<file path="config.mk">
export PLATFORM = sky130hd
export DESIGN_NAME = stage_wb_hist
export DESIGN_NICKNAME = d
export VERILOG_FILES = /design/src/rtl/stage_wb_hist.sv
export SDC_FILE = /design/constraint.sdc
export NUM_CORES = 1
export LEC_CHECK = 0
export ABC_AREA = 0
export BUFFER_PORTS_ARGS = -buffer_cell sky130_fd_sc_hd__buf_2
export CAP_MARGIN = 20
export CORE_UTILIZATION = 53
export DETAILED_ROUTE_END_ITERATION = 6
export PLACE_DENSITY = 0.86
export SETUP_SLACK_MARGIN = 0.15
export SLEW_MARGIN = 20
export SYNTH_ARGS = -nofsm -noshare
export SYNTH_HDL_FRONTEND = slang
export SYNTH_SLANG_ARGS = --single-unit
</file>
<file path="constraint.sdc">
create_clock -name clk -period 3.7 [get_ports clk]
set_input_delay 0.555 -clock clk [delete_from_list [all_inputs] [get_ports clk]]
set_output_delay 0.555 -clock clk [all_outputs]
set_load 0.02 [all_outputs]
</file>
<file path="src/rtl/stage_wb_hist.sv">
// stage_wb_hist: write-back stage with a multi-entry history of retired writes.
// Selects the register-file write data, drives the RF write port, and keeps the
// last HIST_DEPTH writes so later stages can forward operands from them.
// Optional feature: define WB_LOAD_EXT_EN to extract and extend load data by
// i_wb_ld_fmt/i_wb_ld_off before the data select; otherwise memory data passes through.
module stage_wb_hist #(
   parameter int DATA_W     = 32,
   parameter int REG_AW     = 5,
   parameter int HIST_DEPTH = 2,
   parameter int NUM_LOOKUP = 2
) (
   input  logic                         clk,
   input  logic                         rst,
   input  logic                         stall,
   input  logic                         i_flush,
   input  logic [DATA_W-1:0]            i_wb_pc,
   input  logic [DATA_W-1:0]            i_wb_data_o_ma,
   input  logic [DATA_W-1:0]            i_wb_alu_rslt,
   input  logic [2:0]                   i_wb_cntrl,
   input  logic [REG_AW-1:0]            i_wb_rdst,
   input  logic [2:0]                   i_wb_ld_fmt,
   input  logic [1:0]                   i_wb_ld_off,
   output logic [REG_AW-1:0]            o_wb_rdst,
   output logic                         o_wb_reg_write_rf,
   output logic [DATA_W-1:0]            o_wb_mux,
   output logic [1:0]                   o_wb_reg_dst_s,
   output logic [REG_AW-1:0]            o_vwb_rdst,
   output logic                         o_vwb_reg_write_rf,
   output logic [DATA_W-1:0]            o_vwb_mux,
   input  logic [NUM_LOOKUP*REG_AW-1:0] i_lk_reg,
   output logic [NUM_LOOKUP-1:0]        o_lk_hit,
   output logic [NUM_LOOKUP*DATA_W-1:0] o_lk_data
);

   localparam int WB_R_WE = 2;

   localparam logic [1:0] SEL_MEM  = 2'b00;
   localparam logic [1:0] SEL_ALU  = 2'b01;
   localparam logic [1:0] SEL_PC   = 2'b10;

   localparam logic [2:0] FMT_BYTE_S = 3'b001;
   localparam logic [2:0] FMT_BYTE_U = 3'b010;
   localparam logic [2:0] FMT_HALF_S = 3'b011;
   localparam logic [2:0] FMT_HALF_U = 3'b100;

   logic [1:0]        sel;
   logic              wb_we;
   logic [DATA_W-1:0] mem_val;

   logic              hist_valid [HIST_DEPTH];
   logic [REG_AW-1:0] hist_rdst  [HIST_DEPTH];
   logic [DATA_W-1:0] hist_data  [HIST_DEPTH];

   assign sel   = i_wb_cntrl[1:0];
   assign wb_we = i_wb_cntrl[WB_R_WE];

   assign o_wb_rdst         = i_wb_rdst;
   assign o_wb_reg_write_rf = wb_we;
   assign o_wb_reg_dst_s    = sel;

`ifdef WB_LOAD_EXT_EN
   logic [7:0]  ld_byte;
   logic [15:0] ld_half;

   // Pick the addressed little-endian lane and extend it per the load format
   always_comb begin
      ld_byte = i_wb_data_o_ma[{i_wb_ld_off, 3'b000} +: 8];
      ld_half = i_wb_data_o_ma[{i_wb_ld_off[1], 4'b0000} +: 16];
      case (i_wb_ld_fmt)
         FMT_BYTE_S: mem_val = {{(DATA_W-8){ld_byte[7]}}, ld_byte};
         FMT_BYTE_U: mem_val = {{(DATA_W-8){1'b0}}, ld_byte};
         FMT_HALF_S: mem_val = {{(DATA_W-16){ld_half[15]}}, ld_half};
         FMT_HALF_U: mem_val = {{(DATA_W-16){1'b0}}, ld_half};
         default:    mem_val = i_wb_data_o_ma;
      endcase
   end
`else
   logic unused_ld;
   assign unused_ld = ^{i_wb_ld_fmt, i_wb_ld_off, FMT_BYTE_S, FMT_BYTE_U, FMT_HALF_S, FMT_HALF_U};
   assign mem_val   = i_wb_data_o_ma;
`endif

   // Write-data select: memory, ALU, PC or zero
   always_comb begin
      case (sel)
         SEL_MEM: o_wb_mux = mem_val;
         SEL_ALU: o_wb_mux = i_wb_alu_rslt;
         SEL_PC:  o_wb_mux = i_wb_pc;
         default: o_wb_mux = '0;
      endcase
   end

   // History shift register; flush drops all valids and beats stall, r0 writes never become valid
   always_ff @(posedge clk or negedge rst) begin
      if (!rst) begin
         for (int k = 0; k < HIST_DEPTH; k++) begin
            hist_valid[k] <= 1'b0;
            hist_rdst[k]  <= '0;
            hist_data[k]  <= '0;
         end
      end else if (i_flush) begin
         for (int k = 0; k < HIST_DEPTH; k++) begin
            hist_valid[k] <= 1'b0;
         end
      end else if (!stall) begin
         hist_valid[0] <= wb_we && (i_wb_rdst != '0);
         hist_rdst[0]  <= i_wb_rdst;
         hist_data[0]  <= o_wb_mux;
         for (int k = 1; k < HIST_DEPTH; k++) begin
            hist_valid[k] <= hist_valid[k-1];
            hist_rdst[k]  <= hist_rdst[k-1];
            hist_data[k]  <= hist_data[k-1];
         end
      end
   end

   assign o_vwb_reg_write_rf = hist_valid[HIST_DEPTH-1];
   assign o_vwb_rdst         = hist_rdst[HIST_DEPTH-1];
   assign o_vwb_mux          = hist_data[HIST_DEPTH-1];

   logic [REG_AW-1:0] lk_reg;
   logic              lk_hit;
   logic [DATA_W-1:0] lk_data;

   // Forwarding search: scan oldest to youngest then the current stage, so the youngest match wins
   always_comb begin
      o_lk_hit  = '0;
      o_lk_data = '0;
      lk_reg    = '0;
      lk_hit    = 1'b0;
      lk_data   = '0;
      for (int p = 0; p < NUM_LOOKUP; p++) begin
         lk_reg  = i_lk_reg[p*REG_AW +: REG_AW];
         lk_hit  = 1'b0;
         lk_data = '0;
         for (int k = HIST_DEPTH - 1; k >= 0; k--) begin
            if (hist_valid[k] && (hist_rdst[k] == lk_reg)) begin
               lk_hit  = 1'b1;
               lk_data = hist_data[k];
            end
         end
         if (wb_we && (i_wb_rdst == lk_reg)) begin
            lk_hit  = 1'b1;
            lk_data = o_wb_mux;
         end
         if (lk_reg == '0) begin
            lk_hit  = 1'b0;
            lk_data = '0;
         end
         o_lk_hit[p]                  = lk_hit;
         o_lk_data[p*DATA_W +: DATA_W] = lk_data;
      end
   end

endmodule

</file>
==> flow_summary.toml <==
[route]
drtIter0Drc = 497
via_count = 5826
vias_per_cell = 5.79
wl_per_cell_um = 17.8
antenna_left = 0
dr.pass1.iters = 7
drcViolationCount = 0
wirelength_um = 17900

[critical_path]
path_max_fanout = 16
worst_setup_path_start_kind = "flop"
max_stage_delay_ns = 0.48
crit_type = "reg2out"
cp.required_ns = 3.14
crit_family = "simple AND/OR/NAND/NOR gates"
path_buf_inv = 2
crit_path_end_kind = "primary output"
slowest_stage = "nor2_2"
arrival_ns = 2.59
path_cells = "xnor2_1 > nand4_1 > nor2_2 > buf_4 > a21oi_1 > a221oi_2 > buf_2"

[clock_network]
clk_pin_slew_ns = 0.06
cts_sinks = 76
post_cts_buffers = 0
cts_root_buf = "clkbuf_16"
cts_tree = "built"
htree_levels = 3
clk_latency_ns = 0.32
ctsHoldBuffers = 0
cts_max_path_buffers = 2
post_cts_resized = 0
cts_made_buffers = 9

[grt]
antenna_found_initial = 0
grt_pass1_wl_um = 27200
grt_max_degree = 77
grt_pass1_vias = 5326
grt_overflow = 0
grtUsageTotal = 0.297

[final_layout]
drive_above_1_share = 0.471
nNetsFinal = 985
antennaDiodeCount = 0
nFillCells = 943
final_common_cell = "buf_2"
area_growth_pct = 21.1
fin_area_mm2 = 0.00735
regArea_mm2 = 0.00190
fin_util = 0.669
multi_input_area_mm2 = 0.00334
layout_common_cells = "buf_2, a21oi_1, dfrtp_1"

[placed_design]
gp_congestion = 0.870
place_area_mm2 = 0.00703
numPortBuffers = 261
place_hpwl_um = 12900

[synth]
seq_area_frac_synth = 0.314
synthArstFlopShare = 1.00
avgSynthCellArea_um2 = 9.04
synth_area_mm2 = 0.00607
synth_edf_count = 0
synth_cells = 671
ys.flop_type = "dfrtp_1"
ys_warn_count = 0
syn_nets = 794
synth_seq_cells = 76
synth_cell_type_count = 30

[die]
die_w_um = 109
start_util = 0.552
die_area_mm2 = 0.0119
coreArea_mm2 = 0.0110
die-height_um = 109
num_rows = 38
pin_count = 267

[run_status]
outcome = "finished, final reports clean"

[sta]
rsz0062_at_grt = "no"
tns_ns = 0
finalCriticalPeriod_ns = 3.14
finalClockSkew_ns = 0.00942
finalSetupViolations = 0
finalCritPeriodShare = 0.849
finalHoldViolCount = 0
relSlewSlack = 0.356
worst_pin_slew_ns = 0.966
slew_violations = 0
fmaxAchievable_mhz = 318

[hold_path]
hp-class = "in2async"

[run]
cap_violations = 0

[power]
powerDensity_mw_per_mm2 = 419
power_leakage_nw = 3.82
peakVddDrop_uv = 241
-- layer usage --
metal / vias to the layer above / wire length (µm) / global-route usage
met5: - / 0 / 0
met4: 0 / 249 / 0.104
met3: 32 / 1270 / 0.0383
met2: 307 / 8980 / 0.508
met1: 2779 / 7430 / 0.384
li1: 2708 / - / -
-- cells in the mapped netlist, drive strengths merged (2+ instances only) --
master    n  area, µm²
mux2i    33        330
dfrtp    76       1900
clkbuf   22       82.6
and3      5       33.8
nor2     73        277
xnor2    10       87.6
a21oi   128        641
inv      34        128
buf      81        631
a221oi   64        923
nand3     2       10.0
nor3      2       10.0
nand2    67        251
mux2     42        473
xor2     20        175
o31ai     2       42.5
nor4      5       37.5
-- stage by stage --
stage,power [W],hold WS [ns],cells,worst slack [ns]
final,0.00308,0.389,1007,0.558
after global routing,0.00323,0.443,1007,0.371
after CTS,0.00309,0.418,1007,0.529
after detailed placement,0.00215,0.541,991,0.607
after global placement,0.00211,0.544,991,0.662
after floorplan,0.00194,0.259,671,1.13
-- kinds of logic (layout without fill, tap and decap cells) --
| kind of cell | after synthesis | after routing | synth area share |
|---|---|---|---|
| xor+xnor | 30 | 30 | 0.0433 |
| mux | 75 | 75 | 0.132 |
| compound gates | 195 | 195 | 0.266 |
| simple gates | 158 | 158 | 0.106 |
| flops | 76 | 76 | 0.314 |
| buf+inv | 137 | 333 | 0.139 |
-- cell type report --
class,instances,share of cell area
multi-input cells,458,0.454
flip-flops and latches,76,0.259
repair buffers,283,0.202
clock buffers,10,0.0312
well taps,140,0.0238
inverters,34,0.0174
clock inverters,6,0.0121
-- flip-flops by register name, summed over array words and instances (netlist names) --
name                flops
o_vwb_reg_write_rf      1
hist_data              32
hist_valid              1
o_vwb_mux              32
hist_rdst               5
o_vwb_rdst              5
-- power breakdown --
group / switching (W) / total [W] / internal (W)
sequential: 0.000175 / 0.00116 / 0.000989
combinational: 0.000597 / 0.000980 / 0.000383
clock: 0.000342 / 0.000933 / 0.000591
-- path summary, 6_finish.rpt --
| path | cells past startpoint | endpoint | slack, ns | start |
|---|---|---|---|---|
| max in group asynchronous | 1 | o_vwb_mux[16] | 2.69 | rst |
| worst min register to register | 1 | o_vwb_mux[24] | 0.56 | o_vwb_mux[24] |
| worst min-delay path | 1 | o_vwb_rdst[4] | 0.39 | rst |
| min in group clk | 2 | o_vwb_reg_write_rf | 0.45 | i_flush |
| worst max register to register | 1 | o_vwb_rdst[3] | 2.85 | hist_rdst[8] |
| worst max-delay path | 7 | o_lk_data[61] | 0.56 | hist_rdst[7] |
Note: power is estimated with default switching activity, not from simulation.
